## config.mk

```make
export PLATFORM = sky130hd
export DESIGN_NAME = sram_port_arbiter
export DESIGN_NICKNAME = d
export VERILOG_FILES = /design/src/rtl/sram_port_arbiter.sv
export SDC_FILE = /design/constraint.sdc
export NUM_CORES = 1
export LEC_CHECK = 0
export CAP_MARGIN = 10
export CORE_AREA = 2 2 105 107
export DETAILED_ROUTE_END_ITERATION = 10
export DIE_AREA = 0 0 107 109
export MAX_ROUTING_LAYER = met4
export SETUP_SLACK_MARGIN = 0.15
export SLEW_MARGIN = 10
export SYNTH_ARGS = -nofsm -noshare
export SYNTH_HDL_FRONTEND = slang
export SYNTH_SLANG_ARGS = --single-unit
```

## constraint.sdc

```tcl
create_clock -name clk -period 2.35 [get_ports clk]
set_input_delay 0.705 -clock clk [delete_from_list [all_inputs] [get_ports clk]]
set_output_delay 0.705 -clock clk [all_outputs]
set_load 0.005 [all_outputs]
```

## src/rtl/sram_port_arbiter.sv

```systemverilog
// ============================================================================
// sram_port_arbiter
// ----------------------------------------------------------------------------
// Shares a single synchronous BRAM port between the IF-stage fetch requester
// (read-only) and the EXE/MEM-stage data requester (loads and stores).
// Both requesters use a req / addr_ok / data_ok handshake. Only one
// transaction is outstanding at a time, so a pipeline stage simply stalls
// until it sees its own addr_ok and, later, its own data_ok.
//
// Build option:
//   ARB_ROUND_ROBIN_EN - when defined, simultaneous requests are granted
//                        alternately, starting with the data port after
//                        reset. When undefined, the data port always wins a
//                        contention and fetch may starve under a continuous
//                        data_req.
//
// Parameters:
//   MEM_LAT  cycles from the mem_en cycle until mem_rdata is valid (1..4)
//   ADDR_W   address width
//   DATA_W   data width (byte-enable width is DATA_W/8)
//
// Ports:
//   clk, reset                 clock, synchronous active-high reset
//   inst_req / inst_addr       fetch request, held until inst_addr_ok
//   inst_addr_ok               fetch accepted this cycle (combinational)
//   inst_data_ok / inst_rdata  fetch data valid this cycle
//   data_req / data_we /
//   data_addr / data_wdata     data request, held until data_addr_ok
//                              (data_we == 0 means load)
//   data_addr_ok               data request accepted this cycle
//   data_data_ok / data_rdata  load data valid or store complete
//   mem_en / mem_we /
//   mem_addr / mem_wdata       BRAM command, driven only in the accept cycle
//   mem_rdata                  BRAM read data, MEM_LAT cycles after mem_en
// ============================================================================
module sram_port_arbiter #(
    parameter int MEM_LAT = 1,
    parameter int ADDR_W  = 32,
    parameter int DATA_W  = 32
) (
    input  logic                  clk,
    input  logic                  reset,

    input  logic                  inst_req,
    input  logic [ADDR_W-1:0]     inst_addr,
    output logic                  inst_addr_ok,
    output logic                  inst_data_ok,
    output logic [DATA_W-1:0]     inst_rdata,

    input  logic                  data_req,
    input  logic [DATA_W/8-1:0]   data_we,
    input  logic [ADDR_W-1:0]     data_addr,
    input  logic [DATA_W-1:0]     data_wdata,
    output logic                  data_addr_ok,
    output logic                  data_data_ok,
    output logic [DATA_W-1:0]     data_rdata,

    output logic                  mem_en,
    output logic [DATA_W/8-1:0]   mem_we,
    output logic [ADDR_W-1:0]     mem_addr,
    output logic [DATA_W-1:0]     mem_wdata,
    input  logic [DATA_W-1:0]     mem_rdata
);

    localparam int          BE_W     = DATA_W / 8;
    // The counter is loaded with MEM_LAT-1 so that the response cycle lands
    // exactly MEM_LAT cycles after the accept cycle.
    localparam logic [2:0]  CNT_INIT = 3'(MEM_LAT - 1);

    typedef enum logic {
        IDLE = 1'b0,
        BUSY = 1'b1
    } state_t;

    state_t      state_reg, state_next;
    logic [2:0]  cnt_reg,   cnt_next;
    // Grant of the transaction in flight; also the round-robin pointer.
    // 0 = inst, 1 = data.
    logic        gnt_reg,   gnt_next;

    // Requester index 0 = inst, 1 = data.
    logic [1:0]             req_vec;
    logic                   winner;
    logic                   accept;
    logic                   respond;
    logic [1:0]             addr_ok_vec;
    logic [1:0]             data_ok_vec;
    logic [1:0][DATA_W-1:0] rdata_vec;

    assign req_vec = {data_req, inst_req};

    // ------------------------------------------------------------------------
    // Arbitration
    // ------------------------------------------------------------------------
`ifdef ARB_ROUND_ROBIN_EN
    // On contention the requester that did not win last time goes first;
    // a sole requester always wins.
    always_comb begin
        if (inst_req && data_req) begin
            winner = ~gnt_reg;
        end else begin
            winner = data_req;
        end
    end
`else
    // Fixed priority: data over inst.
    always_comb begin
        winner = data_req;
    end
`endif

    // Accept/respond are qualified with reset so that every output, including
    // the purely combinational ones, reads 0 while reset is asserted.
    assign accept  = (state_reg == IDLE) && (|req_vec) && !reset;
    assign respond = (state_reg == BUSY) && (cnt_reg == 3'd0) && !reset;

    // ------------------------------------------------------------------------
    // State register
    // ------------------------------------------------------------------------
    always_ff @(posedge clk) begin
        if (reset) begin
            state_reg <= IDLE;
            cnt_reg   <= 3'd0;
            gnt_reg   <= 1'b0;
        end else begin
            state_reg <= state_next;
            cnt_reg   <= cnt_next;
            gnt_reg   <= gnt_next;
        end
    end

    // ------------------------------------------------------------------------
    // Next-state logic
    // ------------------------------------------------------------------------
    always_comb begin
        state_next = state_reg;
        cnt_next   = cnt_reg;
        gnt_next   = gnt_reg;
        case (state_reg)
            IDLE: begin
                if (|req_vec) begin
                    state_next = BUSY;
                    cnt_next   = CNT_INIT;
                    gnt_next   = winner;
                end
            end
            BUSY: begin
                // Requests seen here are ignored; they are re-evaluated once
                // the FSM is back in IDLE.
                if (cnt_reg != 3'd0) begin
                    cnt_next = cnt_reg - 3'd1;
                end else begin
                    state_next = IDLE;
                end
            end
            default: begin
                state_next = IDLE;
            end
        endcase
    end

    // ------------------------------------------------------------------------
    // Output logic
    // ------------------------------------------------------------------------
    // Per-requester handshake outputs: addr_ok only to the current winner in
    // the accept cycle, data_ok only to the granted requester, and rdata
    // forced to zero outside its data_ok cycle.
    generate
        for (genvar gi = 0; gi < 2; gi++) begin : g_req
            assign addr_ok_vec[gi] = accept  && (winner  == 1'(gi));
            assign data_ok_vec[gi] = respond && (gnt_reg == 1'(gi));
            assign rdata_vec[gi]   = data_ok_vec[gi] ? mem_rdata : '0;
        end
    endgenerate

    assign inst_addr_ok = addr_ok_vec[0];
    assign data_addr_ok = addr_ok_vec[1];
    assign inst_data_ok = data_ok_vec[0];
    assign data_data_ok = data_ok_vec[1];
    assign inst_rdata   = rdata_vec[0];
    assign data_rdata   = rdata_vec[1];

    // BRAM command is issued combinationally in the accept cycle so the
    // memory latency starts counting from addr_ok.
    always_comb begin
        mem_en    = 1'b0;
        mem_we    = '0;
        mem_addr  = '0;
        mem_wdata = '0;
        if (accept) begin
            mem_en = 1'b1;
            if (winner) begin
                mem_addr  = data_addr;
                mem_we    = data_we;
                mem_wdata = data_wdata;
            end else begin
                mem_addr  = inst_addr;
                mem_we    = {BE_W{1'b0}};
                mem_wdata = '0;
            end
        end
    end

endmodule

```

==> results.cfg <==
[pwr]
power_mw = 1.27
irDropWorstVdd_uv = 134
power_density_nw_per_um2 = 209
p_leak_nw = 2.92

[clock_tree]
clock-root-buffer = clkbuf_8
cts_made_buffers = 3
clk_pin_slew_ns = 0.04
cts_buffer_depth = 2
cts_tree = yes
insertion_delay_ns = 0.22
clock-sinks = 5
htree_levels = 1

[hold_path]
hold_depth = 2
hold_path_class = register to register

[final_layout]
largest_reg_flops = 3
drive_gt1_share_pct = 64.3
syn2layout_area_growth_pct = 299
antenna_cells = 0
stdcell_count = 703
fin_nets = 702
nFillCells = 923
fin_area_um2 = 6060
fin_util_pct = 57.2

[placed_design]
pre_cts_slack_ns = -0.808
dpl.cell_count = 630
place.port_buffers = 272
gp_congestion = 0.754
placed_area_um2 = 4470
dp_hpwl_um = 7740

[timing]
max_slew_margin_pct = 73.8
finalMaxSlewViolations = 0
fin_skew_ns = 0.00444
fmaxAchievable_mhz = 393
setup_slack_ns = -0.195
setup_viol = 108
setup_tns_ns = -10.44
min_period_ns = 2.55
tightest_slew_ns = 0.389
fin_crit_sh_pct = 108
rsz0062_at_grt = yes
hold_viol = 0
hold_ws_ns = 0.476

[status]
violations = setup timing
outcome = finished, violations left

[drt]
drtIter0Drc = 101
totalWireLength_um = 11900
via_count = 2941
drc = 0
ant_nets = 0
firstDrtPassIters = 4
via_per_inst = 4.18
routedWlPerCell_um = 16.9

[setup_path]
start_kind = register
crit_arrival_ns = 1.84
rr_worst_depth = 7
worstPathRequired_ns = 1.64
critPathMaxFanout = 6
path_class = register to output port
worstSetupEndpointType = output port

[global_routing]
grt_overflow = 0
grt_max_degree = 34
grt_pass1_wl_um = 15200
antenna_found_initial = 0
grt.total_usage_pct = 16.9
grt_pass1_vias = 2865

[synthesis]
avgSynthCellArea_um2 = 6.78
ys_ff_latch = 5
yosysWarnings = 0
syn-instance-count = 224
synthesis.nets = 362
synth_area_um2 = 1520
ys_types = 24
synth_seq_area_share_pct = 6.59

[floorplan]
io_pins = 273
start_util_pct = 14.3
die_y_um = 109
die_area_um2 = 11700
chipWidth_um = 107
std_cell_rows = 38
core-area_um2 = 10600

[flow_run]
drv_cap = 0
==> per-layer routing <==
layer | track usage (%) | share of wire, %
met1 | 18.3 | 35
met2 | 32.1 | 57
met3 | 3.35 | 7.3
met4 | 3.25 | 1.1
met5 | - | 0
==> cell usage after synthesis (all sizes together) <==
cell	instances	area, um^2
a21oi	4	20.0
and2	66	429
and3	36	225
buf	15	104
clkbuf	8	36.3
dfxtp	5	100
ha	2	25.0
inv	5	18.8
mux2i	32	320
nand2	4	22.5
nand2b	1	6.26
nor2	36	135
nor3	3	26.3
nor3b	1	18.8
nor4	1	6.26
o21ai	5	25.0
==> cell families (layout without fill, tap and decap cells) <==
family                   Yosys count  in the layout  synth area share, %
multiplexers                      32             32                 21.1
flip-flops                         5              5                 6.59
buffers and inverters             28            367                 10.5
AO/OA/AOI/OAI                      9              9                 2.97
AND/OR/NAND/NOR                  148            148                 57.2
adder cells (fa/ha/maj)            2              2                 1.65
==> area by class of cell <==
class	count	area, um^2	share of cell area [%]
multi-input cells	191	1770	29.3
inverters	5	18.8	0.309
well taps	140	175	2.89
repair buffers	358	3950	65.1
flip-flops and latches	5	103	1.69
clock buffers	4	45.0	0.743
==> power by group <==
part	switching (mW)	internal [mW]	total, mW
registers	0.00531	0.0885	0.0938
clock network	0.0436	0.117	0.160
logic	0.335	0.678	1.01
==> worst max-delay path: stages (launching register included) <==
cell	delay (ns)
dfxtp_2	0.31
inv_2	0.07
ha_4	0.14
ha_4	0.14
nand2_4	0.07
nor3b_4	0.23
buf_6	0.13
buf_12	0.10
buf_8	0.11
buf_4	0.10
and2_4	0.13
buf_6	0.09
==> cells in the final DEF (no fill, tap or decap), drive strengths merged <==
master,synthesis,routed
buf,15,219
clkdlybuf4s50,0,120
and2,66,66
and3,36,36
nor2,36,36
mux2i,32,32
clkbuf,8,11
dlymetal6s2s,0,10
o21ai,5,5
inv,5,5
dfxtp,5,5
a21oi,4,4
nand2,4,4
nor3,3,3
ha,2,2
dlygate4sd2,0,2
nor3b,1,1
nor4,1,1
nand2b,1,1
==> timing repair <==
action	in CTS	in global routing
setup buffers	43	10
gates cloned	10	6
hold buffers	0	0
gates resized for setup	598	278
hold endpoints to repair	0	0
pin swaps	49	61
endpoints found under the setup margin	137	137
==> final timing paths <==
path / end / slack [ns] / startpoint
worst max-delay path: data_rdata[7] / -0.20 / cnt_reg[0]$_SDFFE_PP0P_
worst min-delay path: cnt_reg[2]$_SDFFE_PP0P_ / 0.48 / cnt_reg[2]$_SDFFE_PP0P_
worst max register to register: cnt_reg[0]$_SDFFE_PP0P_ / 0.94 / cnt_reg[0]$_SDFFE_PP0P_
worst min register to register: cnt_reg[2]$_SDFFE_PP0P_ / 0.48 / cnt_reg[2]$_SDFFE_PP0P_
Note: power is estimated with default switching activity, not from simulation.
